--- src/rtl/serial_sub_mux_pkg.sv ---
// Shared definitions for the bit-serial subtractor.
//   state_t    : controller states (IDLE, RUN, DONE)
//   cnt_width(): width of a counter that must hold 0..w
package serial_sub_mux_pkg;

  typedef enum logic [1:0] {
    IDLE = 2'd0,
    RUN  = 2'd1,
    DONE = 2'd2
  } state_t;

  function automatic int cnt_width(input int w);
    return $clog2(w + 1);
  endfunction

endpackage

--- src/rtl/fs_cell_mux.sv ---
// Combinational 1-bit full subtractor built from two 2:1 muxes selected by a.
//   a  : minuend bit
//   b  : subtrahend bit
//   c  : borrow in
//   d  : difference bit  (a ^ b ^ c)
//   bo : borrow out      (a ? b & c : b | c)
module fs_cell_mux (
  input  logic a,
  input  logic b,
  input  logic c,
  output logic d,
  output logic bo
);

  logic bxc;

  assign bxc = b ^ c;
  assign d   = a ? ~bxc    : bxc;
  assign bo  = a ? (b & c) : (b | c);

endmodule

--- src/rtl/serial_sub_mux.sv ---
// Bit-serial WIDTH-bit subtractor: d = a - b - bin, one bit per clock, LSB first.
//   clk, rst   : clock (rising edge), asynchronous active-high reset
//   start      : request; accepted in IDLE or DONE
//   a, b, bin  : operands, captured on an accepted start
//   busy       : high while bits are being processed
//   done       : one-cycle completion pulse
//   d, bo      : difference mod 2^WIDTH and final borrow-out
//   zero, lt   : d == 0, and a < b + bin (same as bo)
// Result outputs change only on the completing edge, so partial results
// are never visible.
module serial_sub_mux
  import serial_sub_mux_pkg::*;
#(
  parameter int WIDTH = 8
) (
  input  logic             clk,
  input  logic             rst,
  input  logic             start,
  input  logic [WIDTH-1:0] a,
  input  logic [WIDTH-1:0] b,
  input  logic             bin,
  output logic             busy,
  output logic             done,
  output logic [WIDTH-1:0] d,
  output logic             bo,
  output logic             zero,
  output logic             lt
);

  localparam int CW = cnt_width(WIDTH);

  state_t           state;
  logic [WIDTH-1:0] a_sr;
  logic [WIDTH-1:0] b_sr;
  logic [WIDTH-1:0] res_sr;
  logic [WIDTH-1:0] res_next;
  logic             brw;
  logic [CW-1:0]    cnt;
  logic             cell_d;
  logic             cell_bo;
  logic             last_bit;

  fs_cell_mux u_cell (
    .a  (a_sr[0]),
    .b  (b_sr[0]),
    .c  (brw),
    .d  (cell_d),
    .bo (cell_bo)
  );

  // New difference bit enters at the MSB; after WIDTH shifts bit 0 sits at
  // the LSB. Shifting the concatenation keeps the expression legal for WIDTH=1.
  assign res_next = WIDTH'({cell_d, res_sr} >> 1);
  assign last_bit = (cnt == CW'(WIDTH - 1));

  // NOTE: every register here, including the operand and result shift
  // registers, is cleared by reset, and all state uses non-blocking
  // assignments so each edge sees the previous cycle's values.
  always_ff @(posedge clk or posedge rst) begin
    if (rst) begin
      state  <= IDLE;
      a_sr   <= '0;
      b_sr   <= '0;
      res_sr <= '0;
      brw    <= 1'b0;
      cnt    <= '0;
      busy   <= 1'b0;
      done   <= 1'b0;
      d      <= '0;
      bo     <= 1'b0;
      zero   <= 1'b0;
      lt     <= 1'b0;
    end else begin
      case (state)
        IDLE: begin
          if (start) begin
            a_sr  <= a;
            b_sr  <= b;
            brw   <= bin;
            cnt   <= '0;
            busy  <= 1'b1;
            state <= RUN;
          end
        end

        RUN: begin
          res_sr <= res_next;
          brw    <= cell_bo;
          a_sr   <= a_sr >> 1;
          b_sr   <= b_sr >> 1;
          cnt    <= cnt + CW'(1);
          if (last_bit) begin
            d     <= res_next;
            bo    <= cell_bo;
            lt    <= cell_bo;
            zero  <= ~|res_next;
            busy  <= 1'b0;
            done  <= 1'b1;
            state <= DONE;
          end
        end

        DONE: begin
          done <= 1'b0;
          if (start) begin
            a_sr  <= a;
            b_sr  <= b;
            brw   <= bin;
            cnt   <= '0;
            busy  <= 1'b1;
            state <= RUN;
          end else begin
            state <= IDLE;
          end
        end

        default: state <= IDLE;
      endcase
    end
  end

endmodule

--- config.mk ---
export PLATFORM = sky130hd
export DESIGN_NAME = serial_sub_mux
export DESIGN_NICKNAME = d
export VERILOG_FILES = /design/src/rtl/serial_sub_mux_pkg.sv /design/src/rtl/fs_cell_mux.sv /design/src/rtl/serial_sub_mux.sv
export SDC_FILE = /design/constraint.sdc
export NUM_CORES = 1
export LEC_CHECK = 0
export BUFFER_PORTS_ARGS = -buffer_cell sky130_fd_sc_hd__clkbuf_2
export CAP_MARGIN = 15
export CORE_AREA = 5 5 65 67
export DETAILED_ROUTE_END_ITERATION = 8
export DIE_AREA = 0 0 70 72
export PLACE_DENSITY = 0.82
export RECOVER_POWER = 100
export SLEW_MARGIN = 20
export SYNTH_ARGS = -nofsm -noshare
export SYNTH_HDL_FRONTEND = slang
export SYNTH_SLANG_ARGS = --single-unit
export TNS_END_PERCENT = 5
--- constraint.sdc ---
create_clock -name clk -period 2.1 [get_ports clk]
set_input_delay 0 -clock clk [delete_from_list [all_inputs] [get_ports clk]]
set_output_delay 0 -clock clk [all_outputs]
set_load 0.005 [all_outputs]
==> results.md, run 1 <==
- Number of failing hold endpoints at the final stage: 0
- Effective utilization at floorplan: 52.80%
- HPWL after detailed placement: 2518 µm
- Setup slack at placement: 399.9 ps
- Worst r2r dst: d[5]
- Cell depth of the worst hold path: 3
- Number of enable flip-flop cells after synthesis: 0
- Storage cell area: 1051 µm²
- Layout Utilization: 64.30%
- WHS: 26.12 ps
- Post-CTS sizing: 0
- Run status: finished, final reports clean
- Clk Latency, worst-skew pair: 350 ps
- Routability-driven placement congestion ratio: 0.7137
- # diodes: 0
- Horizontal extent of the die: 70 µm
- Total Routing Usage GR: 17.23%
- Post-Synthesis Net Count: 191
- Seq/Total Area, Yosys: 55.63%
- Aggregate routed wire length: 3946 µm
- Syn-to-layout area delta: 21.79%
- Antenna viol nets, final: 0
- Share of flip-flops with an asynchronous set or reset after synthesis: 100.0%
- Number of nets in the layout: 243
- Number of filler cells placed in the layout: 303
- Slew margin rel.: 34.49%
- Start point of the worst hold path: b[4]
- Post-CTS setup buffer count: 0
- Core outline area: 3578 µm²
- Areal power density over the cells: 1363 nW/µm²
- Critical setup path kind: reg -> reg
- Ratio of final minimum period to clock period: 82.94%
- H-tree Lvls: 2
- Clock tree from TritonCTS: built
- Remaining Overflow, GRT: 0
- Worst ir drop on vdd: 609.8 µV
- Number of standard-cell rows in the floorplan: 22
- Final worst slack: 358.2 ps
- Leading cell types by count after synthesis: sky130_fd_sc_hd__dfrtp_1, sky130_fd_sc_hd__nand2_1, sky130_fd_sc_hd__o21ai_0
- F_max: 574.1 MHz
- Min-delay worst type: in -> reg
- Most frequent cell after synthesis: sky130_fd_sc_hd__dfrtp_1
- Worst Path Arrival: 1980 ps
- Detail-routed net length per standard cell: 14.72 µm
- Iteration-0 DRC Markers: 84
- Ratio of cells with drive above 1 in the final layout: 19.09%
- Maximum capacitance violations: 0
- CP Max Fanout: 11
- Cell at the root of the clock tree: sky130_fd_sc_hd__clkbuf_4
- Number of hold buffers added after cts: 18
- Floorplan die area: 5040 µm²
- Gate count of the mapped netlist: 168
- Leakage: 1.160 nW
- Maximum number of pins on one net before global-route repair: 43
- Via count of the first global-routing pass: 1424
- Global-route wire length before repair: 6844 µm
- CTS clock-pin slew for the worst setup and hold paths: 110 ps
- Register-to-register setup slack: 360 ps
- Final routed DRC violation total: 0
- Worst reg2reg startpoint: cnt[0]
- I/O pin total: 33
- Final slew viol count: 0
- Endpoint type of the worst setup path: flip-flop
- Initial antenna violation count: 0
- Combined area of all synthesized cells: 1889 µm²
- Dominant cells by area after synthesis: sky130_fd_sc_hd__dfrtp_1, sky130_fd_sc_hd__mux2i_1, sky130_fd_sc_hd__o21ai_0, sky130_fd_sc_hd__nand3_1, sky130_fd_sc_hd__mux2_4
- Req. time, crit path: 2340 ps
- Hold Path Sink: b_sr[4]
- Min cycle time layout: 1742 ps
- Avg Inst Size Synth: 11.25 µm²
- Vias: 1419
- Number of distinct library cell variants in the gate-level netlist after synthesis: 30
- Synth area leader: sky130_fd_sc_hd__dfrtp_1
- TritonCTS Sinks: 42
- Clock Skews: 7.303 ps
- Worst Max-Slew Pin Slew: 982.6 ps
- Multi-input combinational cell area: 720.7 µm²
- Worst Reg-to-Reg Cells: 5
- Vertical extent of the die: 72 µm
- Setup repair after global routing missed its margin: no
- Number of vias per cell: 5.295
- Count of state elements after synthesis: 42
- Fraction of post-synthesis cell area in the top cell type by area: 55.63%
- Count of input and output buffers: 32
- Type of element launching the critical path: flip-flop
- Sum of negative setup slack: 0 ps
- Yosys warns: 0
- Max Root-Sink Buffers: 2
- Setup violation total in the final timing report: 0
- Flip-flop cell with the highest count after synthesis: sky130_fd_sc_hd__dfrtp_1
- TritonCTS Buffers: 5
- DR pass1 iterations: 4
==> kinds of logic after synthesis <==
logic type / after synthesis / share of synthesized area (%)
flip-flops: 42 / 55.63
buffers and inverters: 16 / 4.437
multiplexers: 25 / 15.03
AND/OR/NAND/NOR: 55 / 14.37
adder cells (fa/ha/maj): 3 / 1.987
AO/OA/AOI/OAI: 25 / 7.616
XOR/XNOR: 2 / 0.9273
==> metrics by stage <==
stage / std cells / cell area (µm²) / total power [mW]
finish: 268 / 2301 / 3.136
CTS: 268 / 2351 / 3.233
floorplan: 168 / 1889 / 2.323
global placement: 243 / 2090 / 2.617
global route: 268 / 2301 / 3.398
detailed placement: 243 / 2090 / 2.689
==> layout make-up <==
class                           instances  area share, %
Clock inverter                          1          1.305
Clock buffer                            6          2.229
Tap cell                               48          2.610
Multi-Input combinational cell        110          31.32
Timing Repair Buffer                   56          16.04
Inverter                                5         0.8157
Sequential cell                        42          45.68
==> where the power goes <==
group,switching [mW],leakage [nW],internal (mW)
sequential,0.263,0.522,1.17
combinational,0.639,0.594,0.536
clock,0.248,0.0443,0.277
total,1.15,1.16,1.99
==> placed cells by master, fill, tap and decap left out <==
cell / n
sky130_fd_sc_hd__nand3_1: 18
sky130_fd_sc_hd__nand2b_1: 3
sky130_fd_sc_hd__clkbuf_2: 28
sky130_fd_sc_hd__mux2_1: 6
sky130_fd_sc_hd__xnor2_1: 1
sky130_fd_sc_hd__xor2_1: 1
sky130_fd_sc_hd__a21o_1: 2
sky130_fd_sc_hd__o21ai_0: 20
sky130_fd_sc_hd__clkbuf_8: 1
sky130_fd_sc_hd__nand4_1: 1
sky130_fd_sc_hd__nor2_1: 4
sky130_fd_sc_hd__dfrtp_1: 42
sky130_fd_sc_hd__or4_1: 1
sky130_fd_sc_hd__a2bb2oi_1: 1
sky130_fd_sc_hd__ha_1: 3
sky130_fd_sc_hd__buf_4: 3
sky130_fd_sc_hd__mux2i_1: 16
sky130_fd_sc_hd__clkbuf_1: 7
sky130_fd_sc_hd__nor3b_1: 1
sky130_fd_sc_hd__dlygate4sd3_1: 18
sky130_fd_sc_hd__or3_1: 1
sky130_fd_sc_hd__nor3_1: 2
sky130_fd_sc_hd__o221a_2: 1
sky130_fd_sc_hd__and2_1: 1
sky130_fd_sc_hd__nand2_1: 21
sky130_fd_sc_hd__clkbuf_4: 5
sky130_fd_sc_hd__nor2b_1: 1
sky130_fd_sc_hd__bufinv_16: 1
sky130_fd_sc_hd__or2b_1: 1
sky130_fd_sc_hd__mux2_2: 3
sky130_fd_sc_hd__inv_1: 5
sky130_fd_sc_hd__a22o_1: 1
==> how the worst max path moves through the flow <==
stage / start / end / slack, ps / cells past startpoint
floorplan: state[1] / d[1] / 600 / 5
detailed placement: state[1] / b_sr[4] / 400 / 4
global route: state[1] / b_sr[4] / 240 / 4
finish: cnt[0] / d[5] / 360 / 5
global placement: state[1] / b_sr[2] / 500 / 4
CTS: state[1] / b_sr[4] / 360 / 4
==> per-layer routing <==
layer	vias to the layer above	GRT usage (%)	wire length, µm	part of all wire, %
met5	-	0	0	0
met4	0	7.234	70	1.8
met3	7	4.986	237	6.0
met2	43	27.28	1905	48
met1	687	22.29	1733	44
li1	682	-	-	-
==> critical path, stage by stage (launching register included) <==
cell and delay, ps:
sky130_fd_sc_hd__dfrtp_1 400, sky130_fd_sc_hd__ha_1 190, sky130_fd_sc_hd__nand2_1 80, sky130_fd_sc_hd__nor3_1 330, sky130_fd_sc_hd__buf_4 280, sky130_fd_sc_hd__mux2_1 350
==> state kept, by name (all words and copies together), names as in the netlist <==
signal,count
a_sr,8
b_sr,8
d,8
res_sr,7
cnt,4
state,2
brw,1
busy,1
done,1
lt,1
zero,1
Power figures use the tool's default switching activity.
==> run 2, diff against run 1 <==
--- a/config.mk
+++ b/config.mk
@@ -5,12 +5,13 @@
 export SDC_FILE = /design/constraint.sdc
 export NUM_CORES = 1
 export LEC_CHECK = 0
+export ABC_AREA = 1
 export BUFFER_PORTS_ARGS = -buffer_cell sky130_fd_sc_hd__clkbuf_2
 export CAP_MARGIN = 15
-export CORE_AREA = 5 5 65 67
+export CORE_AREA = 5 5 69 71
 export DETAILED_ROUTE_END_ITERATION = 8
-export DIE_AREA = 0 0 70 72
-export PLACE_DENSITY = 0.82
+export DIE_AREA = 0 0 74 76
+export PLACE_DENSITY = 0.77
 export RECOVER_POWER = 100
 export SLEW_MARGIN = 20
 export SYNTH_ARGS = -nofsm -noshare
==> constraint.sdc (replaced) <==
create_clock -name clk -period 1.5 [get_ports clk]
set_input_delay 0 -clock clk [delete_from_list [all_inputs] [get_ports clk]]
set_output_delay 0 -clock clk [all_outputs]
set_load 0.005 [all_outputs]
==> results.md, run 2 <==
- Clk Latency, worst-skew pair: 290 ps (-60 ps)
- Syn-to-layout area delta: 15.03%
- Iteration-0 DRC Markers: 117 (+39%)
- Sw frac: 38.42% (+1.7 points)
- Sum of negative setup slack: 0 ps (unchanged)
- Floorplan die area: 5624 µm² (+12%)
- Cell Int Power: 2.728 mW (+37%)
- # diodes: 0 (unchanged)
- Ratio of cells with drive above 1 in the final layout: 16.09% (-3.0 points)
- Setup violation total in the final timing report: 0 (unchanged)
- Run status: finished, final reports clean
- Part of the power in registers: 42.9% (-2.9 points)
- CP Max Fanout: 19 (+8)
- Remaining Overflow, GRT: 0 (unchanged)
- Horizontal extent of the die: 74 µm (+5.7%)
- Yosys warns: 0 (unchanged)
- Type of element launching the critical path: flip-flop
- Clock tree from TritonCTS: built
- HPWL after detailed placement: 2497 µm (-0.84%)
- F_max: 773.7 MHz (+35%)
- Worst Path Arrival: 1460 ps (-520 ps)
- TritonCTS Buffers: 5 (unchanged)
- Synth area leader: sky130_fd_sc_hd__dfrtp_1
- Count of input and output buffers: 32 (unchanged)
- Number of enable flip-flop cells after synthesis: 0 (unchanged)
- CTS clock-pin slew for the worst setup and hold paths: 80 ps (-30 ps)
- Fraction of post-synthesis cell area in the top cell type by area: 54.65% (-0.98 points)
- Cell at the root of the clock tree: sky130_fd_sc_hd__clkbuf_8
- Worst reg2reg startpoint: state[0]
- Maximum number of pins on one net before global-route repair: 43 (unchanged)
- Leading cell types by count after synthesis: sky130_fd_sc_hd__nand2_1, sky130_fd_sc_hd__o21ai_0, sky130_fd_sc_hd__dfrtp_1
- Effective utilization at floorplan: 46.07% (-6.7 points)
- Setup slack at placement: 206.2 ps (-193.7 ps)
- Final routed DRC violation total: 0 (unchanged)
- Final slew viol count: 0 (unchanged)
- Combinational group share of total power: 37.6% (about the same)
- DR pass1 iterations: 4 (unchanged)
- Worst ir drop on vdd: 735.3 µV (+21%)
- Vertical extent of the die: 76 µm (+5.6%)
- Min-delay worst type: in -> reg
- Highest-count cells in the layout ignoring fill and taps: sky130_fd_sc_hd__nand2_1, sky130_fd_sc_hd__o21ai_0, sky130_fd_sc_hd__dfrtp_1, sky130_fd_sc_hd__inv_1, sky130_fd_sc_hd__clkbuf_2
- Slew margin rel.: 64.70% (+30 points)
- Flip-flop cell with the highest count after synthesis: sky130_fd_sc_hd__dfrtp_1
- Share of flip-flops with an asynchronous set or reset after synthesis: 100.0% (unchanged)
- Number of standard-cell rows in the floorplan: 24 (+9.1%)
- Number of vias per cell: 4.668 (-12%)
- Top flop regs: a_sr: 8 flops, b_sr: 8 flops, d: 8 flops
- Req. time, crit path: 1670 ps (-670 ps)
- Global-route wire length before repair: 6320 µm (-7.7%)
- Total Routing Usage GR: 14.54% (-2.7 points)
- Seq/Total Area, Yosys: 54.65% (-0.98 points)
- Detail-routed net length per standard cell: 11.54 µm (-22%)
- Dominant cells by area after synthesis: sky130_fd_sc_hd__dfrtp_1, sky130_fd_sc_hd__nand2_1, sky130_fd_sc_hd__o21ai_0, sky130_fd_sc_hd__inv_1, sky130_fd_sc_hd__buf_6
- Worst Max-Slew Pin Slew: 529.5 ps (-453.1 ps)
- Relative contribution of the clock network to total power: 19.5% (+2.8 points)
- Most common cell after layout, fill and taps aside: sky130_fd_sc_hd__nand2_1
- Initial antenna violation count: 0 (unchanged)
- Post-Synthesis Net Count: 246 (+29%)
- Leakage: 1.149 nW (-0.91%)
- Number of filler cells placed in the layout: 410 (+35%)
- Via count of the first global-routing pass: 1467 (+3.0%)
- Antenna viol nets, final: 0 (unchanged)
- Critical setup path kind: reg -> reg
- Number of distinct library cell variants in the gate-level netlist after synthesis: 20 (-33%)
- Post-CTS sizing: 0 (unchanged)
- Core outline area: 4174 µm² (+17%)
- Layout Utilization: 53.00% (-11 points)
- Maximum capacitance violations: 0 (unchanged)
- Clock Skews: 5.768 ps (-1.535 ps)
- Number of nets in the layout: 283 (+16%)
- Routability-driven placement congestion ratio: 0.7280 (+2.0%)
- Final worst slack: 207.6 ps (-150.7 ps)
- Aggregate routed wire length: 3613 µm (-8.4%)
- Net Sw Power: 1.702 mW (+48%)
- Endpoint type of the worst setup path: flip-flop
- Most frequent cell after synthesis: sky130_fd_sc_hd__nand2_1
- I/O pin total: 33 (unchanged)
- Ratio of final minimum period to clock period: 86.16% (+3.2 points)
- Min cycle time layout: 1292 ps (-449.3 ps)
- Max Root-Sink Buffers: 2 (unchanged)
- Avg Inst Size Synth: 8.624 µm² (-23%)
- Number of failing hold endpoints at the final stage: 0 (unchanged)
- Register-to-register setup slack: 210 ps (-150 ps)
- Vias: 1461 (+3.0%)
- TritonCTS Sinks: 42 (unchanged)
- Combined area of all synthesized cells: 1923 µm² (+1.8%)
- Areal power density over the cells: 2003 nW/µm² (+47%)
- Count of state elements after synthesis: 42 (unchanged)
- Crit path from: state[0]
- Gate count of the mapped netlist: 223 (+33%)
- Setup repair after global routing missed its margin: no
- Start point of the worst hold path: start
- H-tree Lvls: 2 (unchanged)
==> run 2: kinds of logic after synthesis <==
logic type,share of synthesized area (%)
AO/OA/AOI/OAI,14.90
flip-flops,54.65
buffers and inverters,10.60
adder cells (fa/ha/maj),1.952
AND/OR/NAND/NOR,17.44
XOR/XNOR,0.4555
==> run 2: power by group through the flow <==
stage               sequential, mW  clock (mW)  combinational [mW]
CTS                           1.90       0.891                1.80
detailed placement            1.92           0                1.77
finish                        1.90       0.864                1.66
global placement              1.90           0                1.70
floorplan                     1.88           0                1.41
global route                  1.97       0.932                1.97
==> run 2: area by class of cell <==
type / count / area (µm²) / area share (%)
clock buffers: 7 / 76.32 / 3.450
clock inverters: 1 / 30.03 / 1.357
inverters: 34 / 127.6 / 5.769
multi-input cells: 138 / 646.9 / 29.24
flip-flops and latches: 42 / 1051 / 47.51
well taps: 52 / 65.06 / 2.941
repair buffers: 39 / 215.2 / 9.728
==> run 2: critical path, stage by stage, from the launching register on <==
cell and delay (ps):
sky130_fd_sc_hd__dfrtp_1 430, sky130_fd_sc_hd__nand2_2 190, sky130_fd_sc_hd__inv_1 220, sky130_fd_sc_hd__nand2_4 170
sky130_fd_sc_hd__nand2_1 90, sky130_fd_sc_hd__o21ai_0 70
==> run 2: through the flow <==
stage / cells / hold slack (ps) / power [mW] / cell area (µm²)
floorplan: 223 / 121.0 / 3.287 / 1923
global placement: 301 / 137.2 / 3.595 / 2100
detailed placement: 301 / 150.8 / 3.690 / 2100
CTS: 313 / 4.188 / 4.586 / 2246
global route: 313 / 18.43 / 4.870 / 2212
finish: 313 / 16.01 / 4.430 / 2212
==> run 2: path summary, 6_finish.rpt <==
| check | end | cells past startpoint |
|---|---|---|
| max | d[7] | 5 |
| max reg2reg | d[7] | 5 |
| min in group asynchronous | b_sr[5] | 4 |
| min reg2reg | zero | 2 |
| min | busy | 3 |
| max in group asynchronous | cnt[3] | 4 |
==> run 2: what timing repair did <==
item,in CTS,in global routing
hold buffers,4,0
buffers inserted,0,0
hold endpoints to repair,45,0
==> run 2: layer usage <==
metal,vias up,global-route usage (%),part of all wire [%]
met1,660,17.79,46
met4,0,7.790,3.1
met3,10,3.694,3.7
met2,28,23.05,47
met5,-,0,0
li1,763,-,-
==> run 3, diff against run 2 <==
--- a/config.mk
+++ b/config.mk
@@ -8,10 +8,10 @@
 export ABC_AREA = 1
 export BUFFER_PORTS_ARGS = -buffer_cell sky130_fd_sc_hd__clkbuf_2
 export CAP_MARGIN = 15
-export CORE_AREA = 5 5 69 71
+export CORE_AREA = 5 5 63 79
 export DETAILED_ROUTE_END_ITERATION = 8
-export DIE_AREA = 0 0 74 76
-export PLACE_DENSITY = 0.77
+export DIE_AREA = 0 0 68 84
+export PLACE_DENSITY = 0.76
 export RECOVER_POWER = 100
 export SLEW_MARGIN = 20
 export SYNTH_ARGS = -nofsm -noshare
==> results.md, run 3 (synthesized netlist as in run 2, its figures left out) <==
- Cell at the root of the clock tree: sky130_fd_sc_hd__clkbuf_8
- Iteration-0 DRC Markers: 73 (-38%)
- Core outline area: 4223 µm² (+1.2%)
- Top flop regs: a_sr: 8 flops, b_sr: 8 flops, d: 8 flops
- Number of standard-cell rows in the floorplan: 27 (+13%)
- Routability-driven placement congestion ratio: 0.7697 (+5.7%)
- Worst ir drop on vdd: 860.6 µV (+17%)
- # diodes: 0 (unchanged)
- TritonCTS Sinks: 42 (unchanged)
- Ratio of final minimum period to clock period: 88.79% (+2.6 points)
- Layout Utilization: 52.41% (-0.58 points)
- Setup violation total in the final timing report: 0 (unchanged)
- Count of input and output buffers: 32 (unchanged)
- Remaining Overflow, GRT: 0 (unchanged)
- Slew margin rel.: 32.96% (-32 points)
- Crit-path max cell delay: 440 ps (about the same)
- TritonCTS Buffers: 5 (unchanged)
- Critical setup path kind: reg -> reg
- Min cycle time layout: 1332 ps (+39.51 ps)
- Horizontal extent of the die: 68 µm (-8.1%)
- Cell with the biggest individual delay on the critical path: sky130_fd_sc_hd__dfrtp_1
- Final routed DRC violation total: 0 (unchanged)
- Number of filler cells placed in the layout: 419 (+2.2%)
- Endpoint type of the worst setup path: flip-flop
- Post-CTS sizing: 0 (unchanged)
- Number of stages on the worst setup path: 5 (unchanged)
- Most common cell after layout, fill and taps aside: sky130_fd_sc_hd__nand2_1
- Ratio of cells with drive above 1 in the final layout: 16.03% (-0.061 points)
- Leakage: 1.145 nW (-0.34%)
- Max Root-Sink Buffers: 2 (unchanged)
- Number of failing hold endpoints at the final stage: 0 (unchanged)
- DR pass1 iterations: 5 (+1)
- H-tree Lvls: 2 (unchanged)
- Maximum capacitance violations: 0 (unchanged)
- Type of element launching the critical path: flip-flop
- Floorplan die area: 5712 µm² (+1.6%)
- Global-route wire length before repair: 6216 µm (-1.6%)
- Areal power density over the cells: 1927 nW/µm² (-3.8%)
- Maximum number of pins on one net before global-route repair: 43 (unchanged)
- Syn-to-layout area delta: 15.09% (about the same)
- Vias: 1460 (-0.068%)
- Aggregate routed wire length: 3431 µm (-5.0%)
- Final slew viol count: 0 (unchanged)
- Number of vias per cell: 4.563 (-2.3%)
- Clock tree from TritonCTS: built
- Worst Max-Slew Pin Slew: 1006 ps (+476.1 ps)
- Clk Latency, worst-skew pair: 290 ps (about the same)
- Sum of negative setup slack: 0 ps (unchanged)
- Antenna viol nets, final: 0 (unchanged)
- Detail-routed net length per standard cell: 10.72 µm (-7.1%)
- HPWL after detailed placement: 2432 µm (-2.6%)
- Worst Path Arrival: 1510 ps (+50 ps)
- CTS clock-pin slew for the worst setup and hold paths: 70 ps (about the same)
- Run status: finished, final reports clean
- Worst Reg-to-Reg Cells: 5 (unchanged)
- Initial antenna violation count: 0 (unchanged)
- Effective utilization at floorplan: 45.54% (-0.53 points)
- Via count of the first global-routing pass: 1471 (+0.27%)
- Cell family with most CP delay: simple AND/OR/NAND/NOR gates
- Vertical extent of the die: 84 µm (+11%)
- Highest-count cells in the layout ignoring fill and taps: sky130_fd_sc_hd__nand2_1, sky130_fd_sc_hd__o21ai_0, sky130_fd_sc_hd__dfrtp_1, sky130_fd_sc_hd__inv_1, sky130_fd_sc_hd__clkbuf_2
- CP Max Fanout: 33 (+14)
- Total Routing Usage GR: 14.21% (-0.33 points)
- Setup repair after global routing missed its margin: no
- Most used cell, CP: sky130_fd_sc_hd__nand2_1
- Number of nets in the layout: 284 (+0.35%)
- Cell-by-cell trace of the critical path: nand2_1 -> nand2_4 -> inv_1 -> nand2_1 -> nand2_1
- Clock Skews: 5.739 ps (-0.02820 ps)
- Req. time, crit path: 1680 ps (about the same)
- I/O pin total: 33 (unchanged)
- Cell depth of the worst hold path: 5 (+2)
- Buffers and inverters on the worst path: 1 (unchanged)
- F_max: 750.8 MHz (-3.0%)
- Min-delay worst type: in -> reg
## run 3: changes by cell type in the layout (fill, tap and decap cells not counted), sizes merged
cell	change
buf	-1
bufinv	-1
clkbuf	+1
clkinv	+2
dlygate4sd3	+1
inv	-1
## run 3: worst register-to-register path, delay by kind of cell (launching register included)
family	cells	cell delay [ps]
buffers and inverters	1	110
DFF	1	440
and+or+nand+nor	4	680
## run 3: routing by layer
metal | vias to the layer above | track usage (%) | wire, µm
met2 | 34 | 21.32 | 1558
met3 | 6 | 5.930 | 212
met4 | 0 | 5.967 | 70
met5 | - | 0 | 0
li1 | 764 | - | -
met1 | 656 | 17.65 | 1590
## run 3: final timing paths
| kind | start | to | slack [ps] |
|---|---|---|---|
| max reg2reg | state[0] | a_sr[0] | 170 |
| max in group asynchronous | rst | a_sr[7] | 320 |
| max | state[0] | a_sr[0] | 170 |
| min in group asynchronous | rst | done | 570 |
| min | a[6] | a_sr[6] | 20 |
| min reg2reg | d[0] | d[0] | 480 |
## run 3: power breakdown
| group | internal (mW) | switching (mW) |
|---|---|---|
| registers | 1.63 | 0.265 |
| clock network | 0.371 | 0.354 |
| logic | 0.603 | 1.04 |
## run 3: what timing repair did
action	CTS	global route
setup endpoints to repair	0	0
buffers inserted	0	0
hold endpoints to repair	47	0
hold buffers	5	0
## run 3: stage by stage
stage	hold slack [ps]	power [mW]	setup WS (ps)	std cells	area, µm²
final	20.81	4.265	168.1	320	2213
after global placement	140.9	3.610	251.9	307	2107
after floorplan	121.0	3.287	301.3	223	1923
after global routing	26.20	4.763	31.68	320	2213
after CTS	7.704	4.444	183.8	320	2248
after detailed placement	148.5	3.681	191.6	307	2107
## run 3: area by class of cell
type	instances	area [µm²]	area share (%)
timing repair buffer	40	221.5	10.01
clock buffer	7	86.33	3.901
multi-input combinational	138	644.4	29.11
clock inverter	1	5.005	0.2261
inverter	34	132.6	5.992
tap	58	72.57	3.279
sequential	42	1051	47.48
